[config.mk]
export PLATFORM = sky130hd
export DESIGN_NAME = intt_arbiter
export DESIGN_NICKNAME = d
export VERILOG_FILES = /design/src/rtl/intt_arbiter.sv
export SDC_FILE = /design/constraint.sdc
export NUM_CORES = 1
export LEC_CHECK = 0
export ABC_AREA = 1
export BUFFER_PORTS_ARGS = -buffer_cell sky130_fd_sc_hd__buf_2
export CORE_MARGIN = 2
export CORE_UTILIZATION = 42
export DETAILED_ROUTE_END_ITERATION = 16
export PLACE_DENSITY = 0.89
export SYNTH_ARGS = -nofsm -noshare
export SYNTH_HDL_FRONTEND = slang
export SYNTH_SLANG_ARGS = --single-unit
export TNS_END_PERCENT = 1
[constraint.sdc]
create_clock -name clk -period 1.75 [get_ports clk]
set_input_delay 0.35 -clock clk [delete_from_list [all_inputs] [get_ports clk]]
set_output_delay 0.35 -clock clk [all_outputs]
set_load 0.01 [all_outputs]
[src/rtl/intt_arbiter.sv]
// Round-robin front end that time-shares one intt engine between NREQ polynomial producers.
// A grant lasts one polynomial: N coefficients in, then N results routed back to the winner.
//
// state | meaning
// IDLE  | no grant held; one arbitration cycle when any req_valid is high
// LOAD  | granted requester streams its N coefficients into the engine
// DRAIN | engine computes, then its N results return to the granted requester
module intt_arbiter #(
    parameter int Q    = 17,
    parameter int N    = 8,
    parameter int LOGQ = 5,
    parameter int LOGN = 3,
    parameter int NREQ = 2,
    parameter int IDW  = 1
) (
    input  logic                 clk,
    input  logic                 reset_n,
    input  logic [NREQ-1:0]      req_valid,
    input  logic [NREQ*LOGQ-1:0] req_data,
    output logic [NREQ-1:0]      req_ready,
    output logic [NREQ-1:0]      rsp_valid,
    output logic [LOGQ-1:0]      rsp_data,
    input  logic [NREQ-1:0]      rsp_ready,
    output logic                 eng_in_valid,
    output logic [LOGQ-1:0]      eng_poly_in,
    input  logic                 eng_in_ready,
    input  logic                 eng_out_valid,
    input  logic [LOGQ-1:0]      eng_poly_out,
    output logic                 eng_out_ready,
    output logic                 busy,
    output logic [IDW-1:0]       grant_id,
    output logic                 done
);

    // Q is carried for documentation; it only has to fit the coefficient width.
    if (Q < 2 || Q > (1 << LOGQ)) begin : g_bad_q
        $error("intt_arbiter: Q does not fit in LOGQ bits");
    end
    if (N != (1 << LOGN) || NREQ < 2 || (1 << IDW) < NREQ) begin : g_bad_geom
        $error("intt_arbiter: inconsistent N/LOGN or NREQ/IDW");
    end

    typedef enum logic [1:0] {
        S_IDLE  = 2'd0,
        S_LOAD  = 2'd1,
        S_DRAIN = 2'd2
    } state_t;

    state_t          r_state, w_state_nxt;
    logic [LOGN:0]   r_cnt, w_cnt_nxt;
    logic [IDW-1:0]  r_grant, w_grant_nxt;
    logic [IDW-1:0]  r_last, w_last_nxt;
    logic            r_done, w_done_nxt;
    logic [IDW-1:0]  w_pick, w_cand;
    logic            w_found;
    logic            w_in_beat, w_out_beat, w_cnt_last;
    logic [LOGQ-1:0] w_coef [NREQ];

    for (genvar r = 0; r < NREQ; r++) begin : g_coef
        assign w_coef[r] = req_data[r*LOGQ +: LOGQ];
    end

    // First requesting index after the last grant, wrapping around.
    always_comb begin
        w_pick  = '0;
        w_cand  = '0;
        w_found = 1'b0;
        for (int k = 1; k <= NREQ; k++) begin
            w_cand = IDW'((int'(r_last) + k) % NREQ);
            if (!w_found && req_valid[w_cand]) begin
                w_pick  = w_cand;
                w_found = 1'b1;
            end
        end
    end

    assign w_in_beat  = (r_state == S_LOAD)  && eng_in_valid  && eng_in_ready;
    assign w_out_beat = (r_state == S_DRAIN) && eng_out_valid && eng_out_ready;
    assign w_cnt_last = (r_cnt == (LOGN+1)'(N - 1));

    always_ff @(posedge clk) begin
        if (!reset_n) begin
            r_state <= S_IDLE;
            r_cnt   <= '0;
            r_grant <= '0;
            r_last  <= IDW'(NREQ - 1);
            r_done  <= 1'b0;
        end else begin
            r_state <= w_state_nxt;
            r_cnt   <= w_cnt_nxt;
            r_grant <= w_grant_nxt;
            r_last  <= w_last_nxt;
            r_done  <= w_done_nxt;
        end
    end

    always_comb begin
        w_state_nxt = r_state;
        w_cnt_nxt   = r_cnt;
        w_grant_nxt = r_grant;
        w_last_nxt  = r_last;
        w_done_nxt  = 1'b0;
        unique case (r_state)
            S_IDLE: begin
                if (|req_valid) begin
                    w_grant_nxt = w_pick;
                    w_state_nxt = S_LOAD;
                end
            end
            S_LOAD: begin
                if (w_in_beat) begin
                    if (w_cnt_last) begin
                        w_cnt_nxt   = '0;
                        w_state_nxt = S_DRAIN;
                    end else begin
                        w_cnt_nxt = r_cnt + (LOGN+1)'(1);
                    end
                end
            end
            S_DRAIN: begin
                if (w_out_beat) begin
                    if (w_cnt_last) begin
                        w_cnt_nxt   = '0;
                        w_last_nxt  = r_grant;
                        w_state_nxt = S_IDLE;
                        w_done_nxt  = 1'b1;
                    end else begin
                        w_cnt_nxt = r_cnt + (LOGN+1)'(1);
                    end
                end
            end
            default: w_state_nxt = S_IDLE;
        endcase
    end

    // Only the granted lane ever sees handshakes; rsp_data is a plain broadcast of the engine.
    always_comb begin
        req_ready     = '0;
        rsp_valid     = '0;
        eng_in_valid  = 1'b0;
        eng_poly_in   = '0;
        eng_out_ready = 1'b0;
        rsp_data      = eng_poly_out;
        case (r_state)
            S_LOAD: begin
                eng_in_valid       = req_valid[r_grant];
                eng_poly_in        = w_coef[r_grant];
                req_ready[r_grant] = eng_in_ready;
            end
            S_DRAIN: begin
                rsp_valid[r_grant] = eng_out_valid;
                eng_out_ready      = rsp_ready[r_grant];
            end
            default: ;
        endcase
    end

    assign busy     = (r_state == S_LOAD) || (r_state == S_DRAIN);
    assign grant_id = r_grant;
    assign done     = r_done;

endmodule

==> key figures <==
GRT
  – First-pass GRT wire length: 2620 um
  – Largest net degree at the start of global routing: 11
  – GR met3 Demand/Resource: 3.97%
  – Initial antenna violation count: 0
  – Total grt overflow: 0
  – Met2 Usage GRT: 32.1%
  – GRT Max-Usage Layer: met2
  – Vias in the first global route: 634
  – Met1 usage: 19.1%
  – Tot GR Track Use: 17.0%

Synth
  – Largest area contributor in the netlist: dfxtp_1
  – Mapped Cells: 107
  – Yosys reg bits: 9
  – Post-Synth Adder-Cell Area: 8.59%
  – Combinational family with the most area after synthesis: simple AND/OR/NAND/NOR gates
  – Top cells by area, synth: dfxtp_1 (25%), nand2_1 (14%), ha_1 (8.6%)
  – Unique masters post-synth: 23
  – Post-Synthesis Cell Area: 728 um2
  – Synth Area in Compound Gates: 10.7%
  – Post-Synth XOR/XNOR Area: 1.20%
  – Area share of and/or/nand/nor cells after synthesis: 42.4%
  – Post-synthesis sequential area ratio: 24.7%
  – Syn_nets: 135
  – Synth top area share: 24.7%
  – Post-synthesis mux area share: 0%
  – Syn Area/Cell: 6.81 um2
  – Synth warnings: 0

Critical path
  – Worst-path maximum fanout: 9
  – CP Cell Sequence: inv_2, ha_4, inv_2, nor3_1, buf_2
  – CP most frequent cell: inv_2
  – WS Path Type: register to output pin
  – Slowest stage delay, CP: 0.35 ns
  – Crit. End Element: output pin
  – Top delay family on crit path: flip-flops
  – Arrival @ worst endpoint: 1.29 ns
  – CP required: 1.40 ns
  – Buf/Inv on CP: 3
  – Worst setup SP type: register
  – Crit-path slowest cell: dfxtp_1

Finish
  – Finished Layout Cells: 154
  – Fill count: 148
  – Area Overhead vs Synth: 25.6%
  – Most common cell after layout, fill and taps aside: buf_2
  – Most frequent cells in the layout: buf_2 (31), nand2_1 (28), a21oi_1 (12)
  – Diodes inserted: 0
  – # nets final: 166
  – Layout cells sized above 1: 40.9%

Power and ir drop
  – Switching power: 0.000623 W
  – Pleak: 0.472 nW
  – Net switching fraction of the power: 48.1%
  – Clock power share: 12.2%
  – Int Pwr: 0.000670 W
  – Logic gate share of total power: 64.6%
  – Seq pwr share: 23.2%
  – IR drop worst, VDD: 709 uV
  – Pwr/cell area: 1410 nW/um2
  – Final Total Pwr: 0.00129 W

Clock tree
  – Insertion delay to the later sink of the worst-skew pair: 0.25 ns
  – Clock Tree Buf Depth: 2
  – Reg clk slew, reported paths: 0.06 ns
  – H-tree levels: 1
  – CTS Buf Count: 3
  – Sink Count: 9
  – Root buf cell: clkbuf_4
  – CTS tree: yes

Placement
  – DP HPWL: 1370 um
  – Dpl cells: 150
  – GP Congestion: 0.752
  – I/O Buffers: 31

STA
  – Final setup TNS: 0 ns
  – Max_slew headroom: 85.5%
  – Fin Hold WS: 0.374 ns
  – Fmax: 0.610 GHz
  – Unrepaired setup endpoints after global routing: yes
  – Max Slew Vio Count: 0
  – Minimum clock period: 1.64 ns
  – Clock Skew: 0.00147 ns
  – Final period util: 93.7%
  – Hold Fails Final Rpt: 0
  – Final setup viols: 0
  – Worst Tran Pin Value: 0.217 ns

Status
  – Status: finished, final reports clean

Die
  – Core Area: 1670 um2
  – I/O pins: 42
  – Die Ht: 45.6 um
  – Cell Rows: 15
  – Initial core utilization: 43.6%
  – Die X: 45.6 um
  – Die area: 2080 um2

Routing
  – Via count: 775
  – Starting DRT DRC Count: 26
  – Initial DRT Pass Iterations: 6
  – Antenna Nets Post-Route: 0
  – Routed wire length: 1730 um
  – Drt wl/cell: 11.2 um
  – DRC viols: 0
  – Vias/cell: 5.03

Min path
  – Worst hold path type: input pin to register

Run
  – Max-cap violations: 0
==> state kept, by name (all words and copies together), names as in the netlist <==
signal and count:
r_cnt 4, r_last 1, grant_id 1, r_state 2, done 1
==> synthesized netlist by cell type <==
| library cell | instances |
|---|---|
| a21oi_1 | 12 |
| buf_4 | 5 |
| buf_6 | 1 |
| clkinv_1 | 1 |
| dfxtp_1 | 9 |
| ha_1 | 5 |
| inv_1 | 6 |
| inv_2 | 4 |
| nand2_1 | 28 |
| nand2_2 | 6 |
| nand2_4 | 1 |
| nand3_1 | 8 |
| nand3_2 | 3 |
| nand3b_1 | 1 |
| nand3b_4 | 1 |
| nand4_1 | 1 |
| nor2_1 | 6 |
| nor2_2 | 3 |
| nor3_1 | 2 |
| o211ai_1 | 1 |
| o21ai_0 | 1 |
| o21ai_1 | 1 |
| xor2_1 | 1 |
==> power by group through the flow <==
stage	registers [W]	clock network (W)	logic, W
finish	0.000300	0.000158	0.000836
global route	0.000306	0.000175	0.000930
CTS	0.000291	0.000163	0.000819
detailed placement	0.000288	0	0.000796
global placement	0.000284	0	0.000765
floorplan	0.000280	0	0.000617
==> logic make-up (layout without fill, tap and decap cells) <==
family | Yosys count | after routing
buffers and inverters | 17 | 47
and+or+nand+nor | 60 | 60
DFF | 9 | 9
xor gates and xnor gates | 1 | 1
AOI/OAI and AO/OA | 15 | 15
adders and majority gates | 5 | 5
==> routing by layer <==
| layer | vias to the layer above | wire, um |
|---|---|---|
| li1 | 404 | - |
| met1 | 334 | 722 |
| met4 | 0 | 0 |
| met5 | - | 0 |
| met2 | 37 | 855 |
| met3 | 0 | 148 |
==> worst paths after layout <==
| kind | from | end | slack (ns) | cells after the start |
|---|---|---|---|---|
| max reg2reg | r_state[1] | r_state[0] | 0.28 | 9 |
| min | reset_n | r_last | 0.37 | 2 |
| min reg2reg | r_cnt[3] | r_cnt[3] | 0.49 | 2 |
| max | r_state[1] | req_ready[0] | 0.11 | 5 |
==> area by class of cell <==
class,instances,area (um2),area share [%]
Inverter,11,41.3,4.51
Sequential cell,9,180,19.7
Multi-Input combinational cell,81,483,52.8
Timing Repair Buffer,32,163,17.8
Clock buffer,4,26.3,2.87
Tap cell,17,21.3,2.33
==> per-stage QoR <==
step / cell area [um2] / setup slack (ns) / util (%)
after floorplan: 728 / 0.323 / -
after global placement: 863 / 0.292 / 51.7
after detailed placement: 863 / 0.211 / 51.7
after CTS: 902 / 0.0451 / 54.0
after global routing: 915 / -0.0108 / 54.8
final: 915 / 0.110 / 54.8
==> repair_timing <==
action | 4_1_cts | 5_1_grt
hold buffers | 0 | 0
pin swaps | 0 | 0
buffers inserted | 0 | 0
gates resized for setup | 2 | 3
setup endpoints to repair | 8 | 6
Note: power is estimated with default switching activity, not from simulation.
